**config.mk**
```make
export PLATFORM = sky130hd
export DESIGN_NAME = stoch_decoder
export DESIGN_NICKNAME = d
export VERILOG_FILES = /design/src/rtl/stoch_decoder.sv
export SDC_FILE = /design/constraint.sdc
export NUM_CORES = 1
export LEC_CHECK = 0
export ABC_AREA = 1
export CAP_MARGIN = 10
export CORE_MARGIN = 3
export CORE_UTILIZATION = 54
export CTS_CLUSTER_DIAMETER = 50
export DETAILED_ROUTE_END_ITERATION = 6
export PLACE_DENSITY = 0.78
export SYNTH_ARGS = -nofsm -noshare
export SYNTH_HDL_FRONTEND = slang
export SYNTH_SLANG_ARGS = --single-unit
```
**constraint.sdc**
```tcl
create_clock -name clk -period 1.83 [get_ports clk]
set_input_delay 0.183 -clock clk [delete_from_list [all_inputs] [get_ports clk]]
set_output_delay 0.183 -clock clk [all_outputs]
set_load 0.01 [all_outputs]
```
**src/rtl/stoch_decoder.sv**
```systemverilog
// stoch_decoder: recovers a probability from a stochastic bitstream by
// counting ones over a window of n2 valid samples, with a valid/ready
// result handshake.
// Optional feature: define STOCH_DEC_CONTINUOUS_EN for back-to-back windows
// (no HOLD state, result overwrite with sticky overrun flag).
module stoch_decoder #(
  parameter int n  = 7,
  parameter int n2 = 2**n
) (
  input  logic       clk,
  input  logic       rst_b,
  input  logic       start,
  input  logic       clear,
  input  logic       bit_valid,
  input  logic       prob_bit,
  output logic [7:0] probability,
  output logic       out_valid,
  input  logic       out_ready,
  output logic       busy,
  output logic       overrun
);

  typedef enum logic [1:0] {
    IDLE,
    COUNT,
    HOLD
  } state_t;

  localparam logic [n:0] LAST = (n+1)'(n2 - 1);

  state_t     state_q;
  logic [n:0] sample_cnt_q;
  logic [n:0] ones_cnt_q;
  logic [7:0] probability_q;
  logic       out_valid_q;
  logic       busy_q;
  logic [n:0] ones_next;
  logic       accept;
`ifdef STOCH_DEC_CONTINUOUS_EN
  logic       overrun_q;
`endif

  // Ones count including the current sample, and result handshake strobe.
  always_comb begin
    ones_next = ones_cnt_q + (n+1)'(prob_bit);
    accept    = out_valid_q & out_ready;
  end

  // Window FSM with counters and registered outputs; clear overrides all inputs.
  always_ff @(posedge clk or negedge rst_b) begin
    if (!rst_b) begin
      state_q       <= IDLE;
      sample_cnt_q  <= '0;
      ones_cnt_q    <= '0;
      probability_q <= '0;
      out_valid_q   <= 1'b0;
      busy_q        <= 1'b0;
`ifdef STOCH_DEC_CONTINUOUS_EN
      overrun_q     <= 1'b0;
`endif
    end else if (clear) begin
      state_q      <= IDLE;
      sample_cnt_q <= '0;
      ones_cnt_q   <= '0;
      out_valid_q  <= 1'b0;
      busy_q       <= 1'b0;
`ifdef STOCH_DEC_CONTINUOUS_EN
      overrun_q    <= 1'b0;
`endif
    end else begin
      case (state_q)
        IDLE: begin
          if (start) begin
            state_q      <= COUNT;
            sample_cnt_q <= '0;
            ones_cnt_q   <= '0;
            busy_q       <= 1'b1;
          end
        end
        COUNT: begin
`ifdef STOCH_DEC_CONTINUOUS_EN
          if (accept) out_valid_q <= 1'b0;
`endif
          if (bit_valid) begin
            if (sample_cnt_q == LAST) begin
              // Last sample is folded in directly so the result lands one
              // cycle after it, while the counters restart from zero.
              probability_q <= 8'(ones_next);
              out_valid_q   <= 1'b1;
              sample_cnt_q  <= '0;
              ones_cnt_q    <= '0;
`ifdef STOCH_DEC_CONTINUOUS_EN
              if (out_valid_q && !out_ready) overrun_q <= 1'b1;
`else
              state_q       <= HOLD;
              busy_q        <= 1'b0;
`endif
            end else begin
              sample_cnt_q <= sample_cnt_q + 1'b1;
              ones_cnt_q   <= ones_next;
            end
          end
        end
        HOLD: begin
          if (accept) begin
            out_valid_q <= 1'b0;
            state_q     <= IDLE;
          end
        end
        default: begin
          state_q <= IDLE;
          busy_q  <= 1'b0;
        end
      endcase
    end
  end

  assign probability = probability_q;
  assign out_valid   = out_valid_q;
  assign busy        = busy_q;
`ifdef STOCH_DEC_CONTINUOUS_EN
  assign overrun     = overrun_q;
`else
  assign overrun     = 1'b0;
`endif

endmodule
```
==> impl_metrics.env, run 1 <==
export IMPL_async_flop_share_pct=100
export IMPL_grt_start_max_net_pins=29
export IMPL_cts_resized=0
export IMPL_timing_final_crit_share_pct=85.2
export IMPL_post_route_min_period_ns=1.56
export IMPL_netlist_area_um2=1450
export IMPL_drv_slew=0
export IMPL_synth_compound_area_share_pct=5.77
export IMPL_drt_iter0_drc=46
export IMPL_synthMuxAreaShare_pct=0
export IMPL_synthesis_nets=194
export IMPL_overflow=0
export IMPL_synth_area_leaders="dfrtp_1 (48%), nand2_1 (19%), nor2_1 (4.9%)"
export IMPL_vdd_drop_max_uv=565
export IMPL_outcome="complete, no violations"
export IMPL_yosysTopAreaCellShare_pct=48.2
export IMPL_cts_root_buf="clkbuf_4"
export IMPL_cts_max_path_buffers=2
export IMPL_initial_core_util_pct=57.6
export IMPL_wire_per_inst_um=10.8
export IMPL_path_class="flip-flop to flip-flop"
export IMPL_clock_skew_ns=0.00415
export IMPL_drive_above_1_share_pct=9.36
export IMPL_synth_edf_count=0
export IMPL_die_area_um2=3350
export IMPL_grt_total_usage_pct=16.9
export IMPL_synth_ff_latch_count=28
export IMPL_hold_violations=0
export IMPL_synth_flop_cell="dfrtp_1"
export IMPL_fmax_ghz=0.641
export IMPL_startpoint_type="flip-flop"
export IMPL_worstSetupEndpointType="flip-flop"
export IMPL_yosysMostFrequentCell="nand2_1"
export IMPL_multiInputGateArea_um2=673
export IMPL_antenna_left=0
export IMPL_synth_xor_area_share_pct=3.62
export IMPL_grt_pass1_vias=1051
export IMPL_cts_tree="done"
export IMPL_ios=18
export IMPL_dr_pass1_iters=4
export IMPL_p_leak_nw=0.838
export IMPL_yosys_area_top_type="dfrtp_1"
export IMPL_worst_hold_path_type="primary input to async pin"
export IMPL_htree_levels=1
export IMPL_wl_met2_um=1190
export IMPL_clk_pin_slew_ns=0.14
export IMPL_insertion_delay_ns=0.32
export IMPL_nets=215
export IMPL_vias=1145
export IMPL_synthCells=184
export IMPL_die_w_um=57.9
export IMPL_final_util_pct=66.2
export IMPL_highest_layer="met4"
export IMPL_drv_cap=0
export IMPL_antenna_found_initial=0
export IMPL_setup_ws_ns=0.271
export IMPL_syn_to_final_growth_pct=14.9
export IMPL_critPathRequiredTime_ns=2.07
export IMPL_synth_fa_ha_area_share_pct=2.58
export IMPL_core_um2=2520
export IMPL_register_area_um2=701
export IMPL_ys_top_cells_by_count="nand2_1 (73), dfrtp_1 (28), nor2_1 (19), inv_1 (11)"
export IMPL_ys_seq_area_share_pct=48.2
export IMPL_cts_hold_buf=0
export IMPL_grt_pass1_wl_um=4450
export IMPL_crit_fanout=9
export IMPL_n_fill_cell=210
export IMPL_cts_buffers=3
export IMPL_hpwl_um=1950
export IMPL_routed_wl_um=2520
export IMPL_cts_sinks=28
export IMPL_die_height_um=57.9
export IMPL_diodes=0
export IMPL_cts_setup_buffers=0
export IMPL_cp_arrival_ns=1.80
export IMPL_synth_simple_gate_area_share_pct=34.1
export IMPL_synth_avg_cell_area_um2=7.89
export IMPL_drc_errors=0
export IMPL_setup_worst_path_start="sample_cnt_q[0]"
export IMPL_setup_viol=0
export IMPL_gp_congestion=0.824
export IMPL_timing_rr_start="sample_cnt_q[0]"
export IMPL_rsz0062_at_grt="false"
export IMPL_yosys_warnings=0
export IMPL_synth_top_family_by_area="simple AND/OR/NAND/NOR gates"
export IMPL_io_buffer_count=16
export IMPL_ys_types=23
export IMPL_whs_ns=0.211
export IMPL_fin_setup_tns_ns=0
export IMPL_m1WireLength_um=1240
export IMPL_wl_met3_um=70
export IMPL_post_place_ws_ns=0.0990
export IMPL_rows=18
export IMPL_vias_per_cell=4.91
export IMPL_powerDensity_nw_per_um2=666
worst max-delay path, cell delays in order, from the launching register on:
cell	delay, ns
dfrtp_1	0.43
ha_1	0.22
inv_1	0.07
nor2_1	0.05
nand2_1	0.13
nand2_1	0.18
nor2_4	0.24
nand2_1	0.07
o21ai_0	0.08
placed cells by master, fill, tap and decap left out:
master	count
inv_2	5
nor2_1	19
o21ai_0	6
nor3b_1	1
nand3b_1	2
conb_1	1
nand3_1	7
ha_1	3
buf_4	2
inv_1	11
nor3_1	2
nor2_4	3
o21bai_2	1
nand4_1	1
a21oi_1	7
o21a_1	1
nand2_1	73
nor2_2	1
clkbuf_4	3
clkdlybuf4s50_1	16
xor2_1	6
dfrtp_1	28
nand2_2	3
nand3_4	1
metrics by stage:
stage,instances,cell area [um^2],total power [mW]
final,233,1670,1.11
after floorplan,184,1450,0.812
after global routing,233,1670,1.17
after detailed placement,230,1650,0.879
after global placement,230,1650,0.872
after CTS,233,1670,1.13
registers in the layout, indices dropped and copies added (netlist names):
name / count
out_valid: 1
ones_cnt_q: 8
busy: 1
state_q: 2
probability: 8
sample_cnt_q: 8
kinds of logic (layout without fill, tap and decap cells):
logic type               after synthesis  after routing
AO/OA/AOI/OAI                         15             15
XOR/XNOR                               6              6
adder cells (fa/ha/maj)                3              3
buffers and inverters                 18             37
flip-flops                            28             28
other                                  1              1
AND/OR/NAND/NOR                      113            113
report_power, final:
part	switching (mW)	leakage, nW	internal, mW
sequential	0.0250	0.384	0.648
combinational	0.118	0.440	0.0751
clock	0.168	0.0138	0.0771
total	0.311	0.838	0.801
worst paths after layout:
path | depth (start not counted) | slack (ns) | end
worst max-delay path | 8 | 0.27 | ones_cnt_q[2]
max in group asynchronous | 2 | 1.36 | ones_cnt_q[4]
min in group clk | 3 | 0.46 | busy
worst max register to register | 8 | 0.27 | ones_cnt_q[2]
worst min-delay path | 2 | 0.21 | probability[4]
worst min register to register | 2 | 0.49 | probability[2]
metal layers:
layer | vias up | track usage [%]
li1 | 610 | -
met4 | 0 | 4.97
met2 | 12 | 28.5
met5 | - | 0
met3 | 2 | 2.67
met1 | 521 | 22.3
area by class of cell:
type	count	area share, %
Inverter	16	3.60
Sequential cell	28	42.0
Tap cell	30	2.25
Clock buffer	3	1.35
Timing Repair Buffer	18	10.5
Multi-Input combinational cell	138	40.3
(Power assumes the default switching activity.)
==> inputs of run 2 (changes only) <==
- PLACE_DENSITY: 0.78 -> 0.87
==> impl_metrics.env, run 2 (synthesized netlist as in run 1, its figures left out) <==
export IMPL_final_design_area_no_fill_um2=1690
export IMPL_antenna_found_initial=0
export IMPL_timing_final_crit_share_pct=85.3
export IMPL_drc_errors=0
export IMPL_n_fill_cell=201
export IMPL_grt_pass1_wl_um=4670
export IMPL_gp_congestion=0.850
export IMPL_register_area_um2=701
export IMPL_rsz0062_at_grt="false"
export IMPL_die_height_um=57.9
export IMPL_cp_arrival_ns=1.83
export IMPL_io_buffer_count=16
export IMPL_fin_setup_tns_ns=0
export IMPL_worst_hold_path_type="primary input to async pin"
export IMPL_crit_fanout=9
export IMPL_antenna_left=0
export IMPL_powerDensity_nw_per_um2=695
export IMPL_grt_total_usage_pct=18.0
export IMPL_final_util_pct=67.0
export IMPL_vias_per_cell=5.02
export IMPL_cts_max_path_buffers=2
export IMPL_diodes=0
export IMPL_initial_core_util_pct=57.6
export IMPL_timing_rr_start="sample_cnt_q[0]"
export IMPL_final_common_cell="nand2_1"
export IMPL_die_w_um=57.9
export IMPL_placed_cell_area_um2=1650
export IMPL_clk_pin_slew_ns=0.15
export IMPL_cts_setup_buffers=0
export IMPL_ios=18
export IMPL_routed_wl_um=2750
export IMPL_hold_violations=0
export IMPL_drv_cap=0
export IMPL_vias=1180
export IMPL_p_leak_nw=0.850
export IMPL_worstSetupEndpointType="flip-flop"
export IMPL_cts_sinks=28
export IMPL_grt_start_max_net_pins=29
export IMPL_core_um2=2520
export IMPL_overflow=0
export IMPL_outcome="complete, no violations"
export IMPL_post_route_min_period_ns=1.56
export IMPL_die_area_um2=3350
export IMPL_cts_hold_buf=0
export IMPL_cts_resized=0
export IMPL_startpoint_type="flip-flop"
export IMPL_path_class="flip-flop to flip-flop"
export IMPL_grt_pass1_vias=1144
export IMPL_r2r_setup_slack_ns=0.27
export IMPL_cts_root_buf="clkbuf_4"
export IMPL_vdd_drop_max_uv=519
export IMPL_setup_viol=0
export IMPL_cts_tree="done"
export IMPL_nets=216
export IMPL_multiInputGateArea_um2=673
export IMPL_wire_per_inst_um=11.7
export IMPL_rows=18
export IMPL_hpwl_um=2070
export IMPL_whs_ns=0.197
export IMPL_ff2ff_path_depth=8
export IMPL_final_cell_mix="nand2_1 (73), dfrtp_1 (28), nor2_1 (19)"
export IMPL_clock_skew_ns=0.00661
export IMPL_drive_above_1_share_pct=10.2
export IMPL_drv_slew=0
export IMPL_htree_levels=1
export IMPL_cts_buffers=3
export IMPL_dr_pass1_iters=5
export IMPL_fmax_ghz=0.641
export IMPL_finalPower_mw=1.18
export IMPL_reg2reg_to="ones_cnt_q[6]"
export IMPL_drt_iter0_drc=43
export IMPL_critPathRequiredTime_ns=2.10
export IMPL_insertion_delay_ns=0.33
export IMPL_syn_to_final_growth_pct=16.4
-- run 2: cell count changes in the layout (fill, tap and decap cells not counted), sizes merged --
cell / change
buf: +1
clkbuf: +1
-- run 2: through the flow --
stage          std cells  setup slack, ns
2_1_floorplan        184            0.488
4_1_cts              235            0.261
6_report             235            0.269
3_3_place_gp         231            0.125
5_1_grt              235            0.133
3_5_place_dp         231           0.0486
-- run 2: layout make-up --
type | instances | area share [%]
timing repair buffer | 19 | 10.8
tap | 30 | 2.22
sequential | 28 | 41.5
inverter | 16 | 3.55
clock buffer | 4 | 2.15
multi-input combinational | 138 | 39.8
-- run 2: worst max path at each step --
stage	start	cells past startpoint	slack (ns)	to
6_report	sample_cnt_q[0]	8	0.27	ones_cnt_q[6]
5_1_grt	sample_cnt_q[0]	8	0.13	ones_cnt_q[4]
4_1_cts	sample_cnt_q[0]	8	0.26	ones_cnt_q[4]
3_5_place_dp	prob_bit	9	0.05	ones_cnt_q[7]
3_3_place_gp	prob_bit	9	0.12	ones_cnt_q[7]
2_1_floorplan	sample_cnt_q[0]	8	0.49	ones_cnt_q[6]
-- run 2: critical path, stage by stage (launching register included) --
cell     delay (ns)
dfrtp_1        0.44
ha_1           0.24
inv_1          0.08
nor2_1         0.04
nand2_1        0.14
nand2_1        0.18
nor2_4         0.24
nand2_1        0.08
o21ai_0        0.07
-- run 2: report_power, final --
part | total, mW | switching [mW] | internal, mW
Combinational | 0.200 | 0.122 | 0.0782
Clock | 0.302 | 0.180 | 0.122
Sequential | 0.673 | 0.0248 | 0.648
-- run 2: per-layer routing --
layer  vias up  GRT usage, %  share of wire, %
li1        613             -                 -
met1       546          23.4                48
met2        14          28.5                48
met3         7          2.67               2.6
met4         0          10.6               2.3
met5         -             0                 0
